File: config.mk
export PLATFORM = sky130hd
export DESIGN_NAME = instruction_fetch_unit
export DESIGN_NICKNAME = d
export VERILOG_FILES = /design/src/rtl/fetch_pkg.sv /design/src/rtl/fetch_buffer.sv /design/src/rtl/instruction_fetch_unit.sv
export SDC_FILE = /design/constraint.sdc
export NUM_CORES = 1
export LEC_CHECK = 0
export CAP_MARGIN = 40
export CORE_MARGIN = 2
export CORE_UTILIZATION = 53
export CTS_CLUSTER_DIAMETER = 200
export DETAILED_ROUTE_END_ITERATION = 8
export PLACE_DENSITY = 0.85
export SYNTH_ARGS = -nofsm -noshare
export SYNTH_HDL_FRONTEND = slang
export SYNTH_SLANG_ARGS = --single-unit
File: constraint.sdc
create_clock -name clk -period 5.1 [get_ports clk]
set_clock_uncertainty 0.15 [all_clocks]
set_input_delay 1.02 -clock clk [delete_from_list [all_inputs] [get_ports clk]]
set_output_delay 1.02 -clock clk [all_outputs]
set_load 0.05 [all_outputs]
File: src/rtl/fetch_pkg.sv
// Shared types for the instruction fetch front end: FSM states, word width, PC stride
// and the {pc, instr} entry carried through the fetch buffer.
package fetch_pkg;

  localparam int          INSTR_W = 32;
  localparam logic [31:0] PC_STEP = 32'd4;

  typedef enum logic [1:0] {
    FETCH = 2'd0,
    DONE  = 2'd1,
    ERROR = 2'd2
  } fetch_state_t;

  typedef struct packed {
    logic [31:0]        pc;
    logic [INSTR_W-1:0] instr;
  } fetch_entry_t;

endpackage

File: src/rtl/fetch_buffer.sv
// Synchronous FIFO of fetched {pc, instr} entries with flush; head visible combinationally.
// Push on a full buffer is accepted only alongside a pop; flush wins over push and pop.
module fetch_buffer
  import fetch_pkg::*;
#(
  parameter int DEPTH = 2
) (
  input  logic                   clk,
  input  logic                   reset,
  input  logic                   push,
  input  fetch_entry_t           push_dat,
  input  logic                   pop,
  input  logic                   flush,
  output fetch_entry_t           head_dat,
  output logic [$clog2(DEPTH):0] count
);

  localparam int PTR_W = $clog2(DEPTH);
  localparam int CNT_W = PTR_W + 1;
  localparam logic [CNT_W-1:0] FULL_CNT = CNT_W'(DEPTH);

  fetch_entry_t     mem [DEPTH];
  fetch_entry_t     head_q;
  logic [PTR_W-1:0] wr_ptr;
  logic [PTR_W-1:0] rd_ptr;
  logic             empty;
  logic             full;
  logic             do_push;
  logic             do_pop;

  assign empty   = (count == '0);
  assign full    = (count == FULL_CNT);
  assign do_push = push & (~full | pop) & ~flush;
  assign do_pop  = pop & ~empty & ~flush;

  always_ff @(posedge clk) begin
    if (do_push) begin
      mem[wr_ptr] <= push_dat;
    end
  end

  always_ff @(posedge clk or negedge reset) begin
    if (!reset) begin
      wr_ptr <= '0;
      rd_ptr <= '0;
      count  <= '0;
      head_q <= '0;
    end else begin
      // Remember the last presented head so outputs hold once the buffer empties.
      if (!empty) begin
        head_q <= mem[rd_ptr];
      end
      if (flush) begin
        wr_ptr <= '0;
        rd_ptr <= '0;
        count  <= '0;
      end else begin
        if (do_push) wr_ptr <= wr_ptr + 1'b1;
        if (do_pop)  rd_ptr <= rd_ptr + 1'b1;
        case ({do_push, do_pop})
          2'b10:   count <= count + 1'b1;
          2'b01:   count <= count - 1'b1;
          default: count <= count;
        endcase
      end
    end
  end

  assign head_dat = empty ? head_q : mem[rd_ptr];

endmodule

File: src/rtl/instruction_fetch_unit.sv
// Instruction fetch: drives PC, captures the combinational word, queues it for decode.
// First word valid one cycle after reset; 1 word/cycle; stalls PC when the buffer is full.
module instruction_fetch_unit
  import fetch_pkg::*;
#(
  parameter logic [31:0] RESET_PC  = 32'h0000_0000,
  parameter int          MEM_BYTES = 36,
  parameter int          BUF_DEPTH = 2
) (
  input  logic               clk,
  input  logic               reset,
  output logic [31:0]        PC,
  input  logic [INSTR_W-1:0] Instruction_Code,
  input  logic               Jump,
  input  logic [31:0]        Jump_Target,
  output logic               Instr_Valid,
  input  logic               Instr_Ready,
  output logic [INSTR_W-1:0] Instr_Out,
  output logic [31:0]        Instr_PC,
  output logic               Fetch_Done,
  output logic               Fetch_Error
);

  localparam int CNT_W = $clog2(BUF_DEPTH) + 1;
  localparam logic [CNT_W-1:0] FULL_CNT = CNT_W'(BUF_DEPTH);
  localparam logic [31:0]      LAST_PC  = 32'(MEM_BYTES - 4);

  fetch_state_t     state_q;
  fetch_state_t     state_d;
  logic [31:0]      pc_q;
  logic [31:0]      pc_d;
  logic [31:0]      pc_inc;
  logic [CNT_W-1:0] count;
  logic             push;
  logic             pop;
  logic             flush;
  fetch_entry_t     push_dat;
  fetch_entry_t     head_dat;

  assign pc_inc   = pc_q + PC_STEP;
  assign push_dat = '{pc: pc_q, instr: Instruction_Code};

  always_ff @(posedge clk or negedge reset) begin
    if (!reset) begin
      state_q <= FETCH;
      pc_q    <= RESET_PC;
    end else begin
      state_q <= state_d;
      pc_q    <= pc_d;
    end
  end

  always_comb begin
    state_d = state_q;
    pc_d    = pc_q;
    flush   = 1'b0;
    pop     = Instr_Valid & Instr_Ready;
    push    = (state_q == FETCH) & ((count < FULL_CNT) | pop) & ~Jump;
    // A redirect outranks everything except a latched error.
    if (Jump && (state_q != ERROR)) begin
      flush = 1'b1;
      if (Jump_Target[1:0] != 2'b00) begin
        state_d = ERROR;
      end else begin
        pc_d    = Jump_Target;
        state_d = (Jump_Target > LAST_PC) ? DONE : FETCH;
      end
    end else if (push) begin
      pc_d = pc_inc;
      if (pc_inc > LAST_PC) begin
        state_d = DONE;
      end
    end
  end

  fetch_buffer #(
    .DEPTH(BUF_DEPTH)
  ) u_fetch_buffer (
    .clk      (clk),
    .reset    (reset),
    .push     (push),
    .push_dat (push_dat),
    .pop      (pop),
    .flush    (flush),
    .head_dat (head_dat),
    .count    (count)
  );

  assign PC          = pc_q;
  assign Instr_Valid = (count != '0);
  assign Instr_Out   = head_dat.instr;
  assign Instr_PC    = head_dat.pc;
  assign Fetch_Done  = (state_q == DONE);
  assign Fetch_Error = (state_q == ERROR);

endmodule

==> metrics.md <==
| Metric | Value |
|---|---|
| WS Path Type | reg -> out |
| Final hold vios | 0 |
| Largest net degree at the start of global routing | between 60 and 70 |
| Ys Warns | 0 |
| N_diodes | 0 |
| Final net count | a little over 1k |
| Cts repair resizes | 0 |
| Most numerous cell in the Yosys netlist | edfxtp_1 |
| Synth top area share | 0.399 |
| IO buf count | 166 |
| Vias in the first global route | 6708 |
| Fillers | ~1.3k |
| Setup Total Neg Slack | 0 ns |
| First-pass GRT wire length | approximately 36000 µm |
| Initial Util | 0.538 |
| CTS tree | yes |
| Vias per cell | 5.90 |
| Core footprint | 17900 µm² |
| CTS Buffer Depth | 3 |
| Rows | 49 |
| Htree depth | 1 |
| RSZ-0062 raised after global routing | false |
| Critical path capture point type | primary output |
| Critical Path AT | 2.99 ns |
| Total CTS buffers | 25 |
| Synth cell types | 51 |
| Reg clk slew, reported paths | ~0.06 ns |
| Post-Syn Instances | approximately 800 |
| Post-route ant nets | 0 |
| DRT Wirelength | about 23000 µm |
| GRT Util Overall | 0.234 |
| Post-synthesis sequential area ratio | 0.664 |
| Avg Inst Size Synth | roughly 12 µm² |
| Share of cells above drive strength 1 | 0.0650 |
| Static leakage | 4.44 nW |
| Worst-Margin Slew | approximately 0.84 ns |
| Crit-path max FO | 61 |
| Total Power | 0.00894 W |
| 1st-iter DRT viols | a little over 600 |
| Power density cells | approximately 720 nW/µm² |
| Yosys top cell by area | edfxtp_1 |
| Worst path slowest cell | clkdlybuf4s50_1 |
| Drt wl/cell | between 15 and 20 µm |
| Final min period | about 4.2 ns |
| Post-detail-place hpwl | about 15000 µm |
| Clock Sinks | 230 |
| Num ports | 167 |
| Remaining DRCs | 0 |
| CP max stage delay | 0.87 ns |
| Chip width | around 140 µm |
| Crit start category | register |
| Hold WC Path Type | in -> async |
| CTS Hold Bufs | 0 |
| Relative slew slack | 0.441 |
| GR Overflow Total | 0 |
| Total of max-cap violations | 0 |
| Top post-synthesis cells by area | edfxtp_1, dfrtp_1, mux2i_1 |
| Worst IR Drop VDD | 0.000458 V |
| Setup Buffers After CTS | 0 |
| Final setup fails | 0 |
| Die area | slightly below 20000 µm² |
| Area delta synth->final | 28.8% |
| Top cells by count, synth | edfxtp_1, a21oi_1, nor2_1, dfrtp_1, mux2i_1 |
| Syn Nets | between 800 and 900 |
| Worst skew pair latency | 0.51 ns |
| Drt pass-1 iters | 6 |
| GP Congestion | between 0.8 and 0.9 |
| Die Height | between 100 and 150 µm |
| CP Cell Sequence | or2_4, buf_12, nor2_1, a21oi_1, clkdlybuf4s50_1 |
| Initial antenna violation count | 0 |
| Root Driver | clkbuf_16 |
| Ys flop type | edfxtp_1 |
| CP required | between 3 and 4 ns |
| Final Max Tran Viols | 0 |
| Status | finished, final reports clean |
| #FFs+latches synth | 230 |
| EDFF count, synth | roughly 130 |
| Async set-or-reset flop fraction in the synthesized netlist | 0.443 |
| Crit share post-route | 0.817 |
| Via count | roughly 7k |
| Fmax | around 0.24 GHz |
| Post-synthesis cell area | between 9000 and 10000 µm² |
area by class of cell:
class / instances / area (µm²) / area share
multi-input combinational: 509 / 3010 / 0.243
tap: 229 / 287 / 0.0231
inverter: 8 / 30.0 / 0.00242
clock buffer: 38 / 744 / 0.0601
sequential: 230 / 6400 / 0.516
clock inverter: 8 / 123 / 0.00989
timing repair buffer: 176 / 1800 / 0.146
cells in the final DEF, fill, tap and decap left out, types with 3 or more instances in the layout:
cell             netlist  final
nor2b_1                4      4
buf_4                  0      6
o22ai_1               11     11
nand2_1               40     39
nor4_1                 9      9
and2_1                 4      4
a22oi_1                3      3
nand4_1               17     17
buf_12                 0      4
o22a_1                 3      3
edfxtp_1             128    128
a21oi_1              112    112
xor2_1                 4      4
or3_1                  3      3
nor2_1               106    104
nor3_1                14     14
and4_1                 7      7
a31oi_1                5      5
nor3b_1                4      4
clkbuf_16              0     25
clkdlybuf4s50_1        0    165
bufinv_16              0      3
clkbuf_8               0      7
o21ai_0               31     31
nand3_1               28     28
dfrtp_1              102    101
inv_1                  8      8
and3_1                 3      3
xnor2_1                4      4
o31a_1                 3      3
mux2i_1               67     67
clkbuf_1              46      6
worst max-delay path, delay by kind of cell (launching register included):
kind                   cells  cell delay [ns]
AO/OA/AOI/OAI              1             0.24
buffers and inverters      2             1.18
flip-flops                 1             0.39
AND/OR/NAND/NOR            2             0.65
through the flow:
step                      hold slack (ns)  setup WS [ns]   util  cells  area (µm²)
after global placement              0.354           1.52  0.643   1151       11500
after floorplan                     0.330          0.311      -    804        9630
after global routing                0.275          0.787  0.692   1198       12400
final                               0.270          0.935  0.692   1198       12400
after detailed placement            0.368           1.42  0.644   1152       11500
after CTS                           0.268          0.904  0.692   1198       12400
cell families after synthesis:
kind of cell    Yosys count  share of synthesized area
fa+ha+maj                 1                    0.00130
mux                      68                     0.0708
flops                   230                      0.664
buf+inv                  65                     0.0265
xor+xnor                  8                    0.00728
compound gates          184                      0.107
simple gates            248                      0.122
state kept, by name (all words and copies together), names as in the netlist:
signal and count:
u_fetch_buffer.wr_ptr 1, state_q 2, u_fetch_buffer.count 2, u_fetch_buffer.head_q 64
u_fetch_buffer.rd_ptr 1, u_fetch_buffer.mem 128, PC 32
metal layers:
metal,track usage,share of wire,vias to the layer above
li1,-,-,3268
met1,0.323,0.41,3446
met2,0.389,0.49,306
met3,0.0366,0.075,46
met4,0.0686,0.024,0
met5,0,0,-
final timing paths:
path / startpoint / endpoint / slack, ns / cells after the start
worst min register to register: u_fetch_buffer.head_q[6] / u_fetch_buffer.head_q[6] / 0.40 / 2
worst min-delay path: reset / u_fetch_buffer.head_q[27] / 0.27 / 1
min in group clk: u_fetch_buffer.head_q[6] / u_fetch_buffer.head_q[6] / 0.40 / 2
max in group asynchronous: reset / u_fetch_buffer.rd_ptr / 3.41 / 3
worst max register to register: PC[2] / state_q[0] / 1.96 / 8
worst max-delay path: u_fetch_buffer.count[1] / Instr_Out[18] / 0.94 / 5
power breakdown:
group          internal [W]  switching [W]
registers           0.00251       0.000513
logic               0.00132        0.00275
clock network       0.00116       0.000695
total               0.00498        0.00396
(Power assumes the default switching activity.)
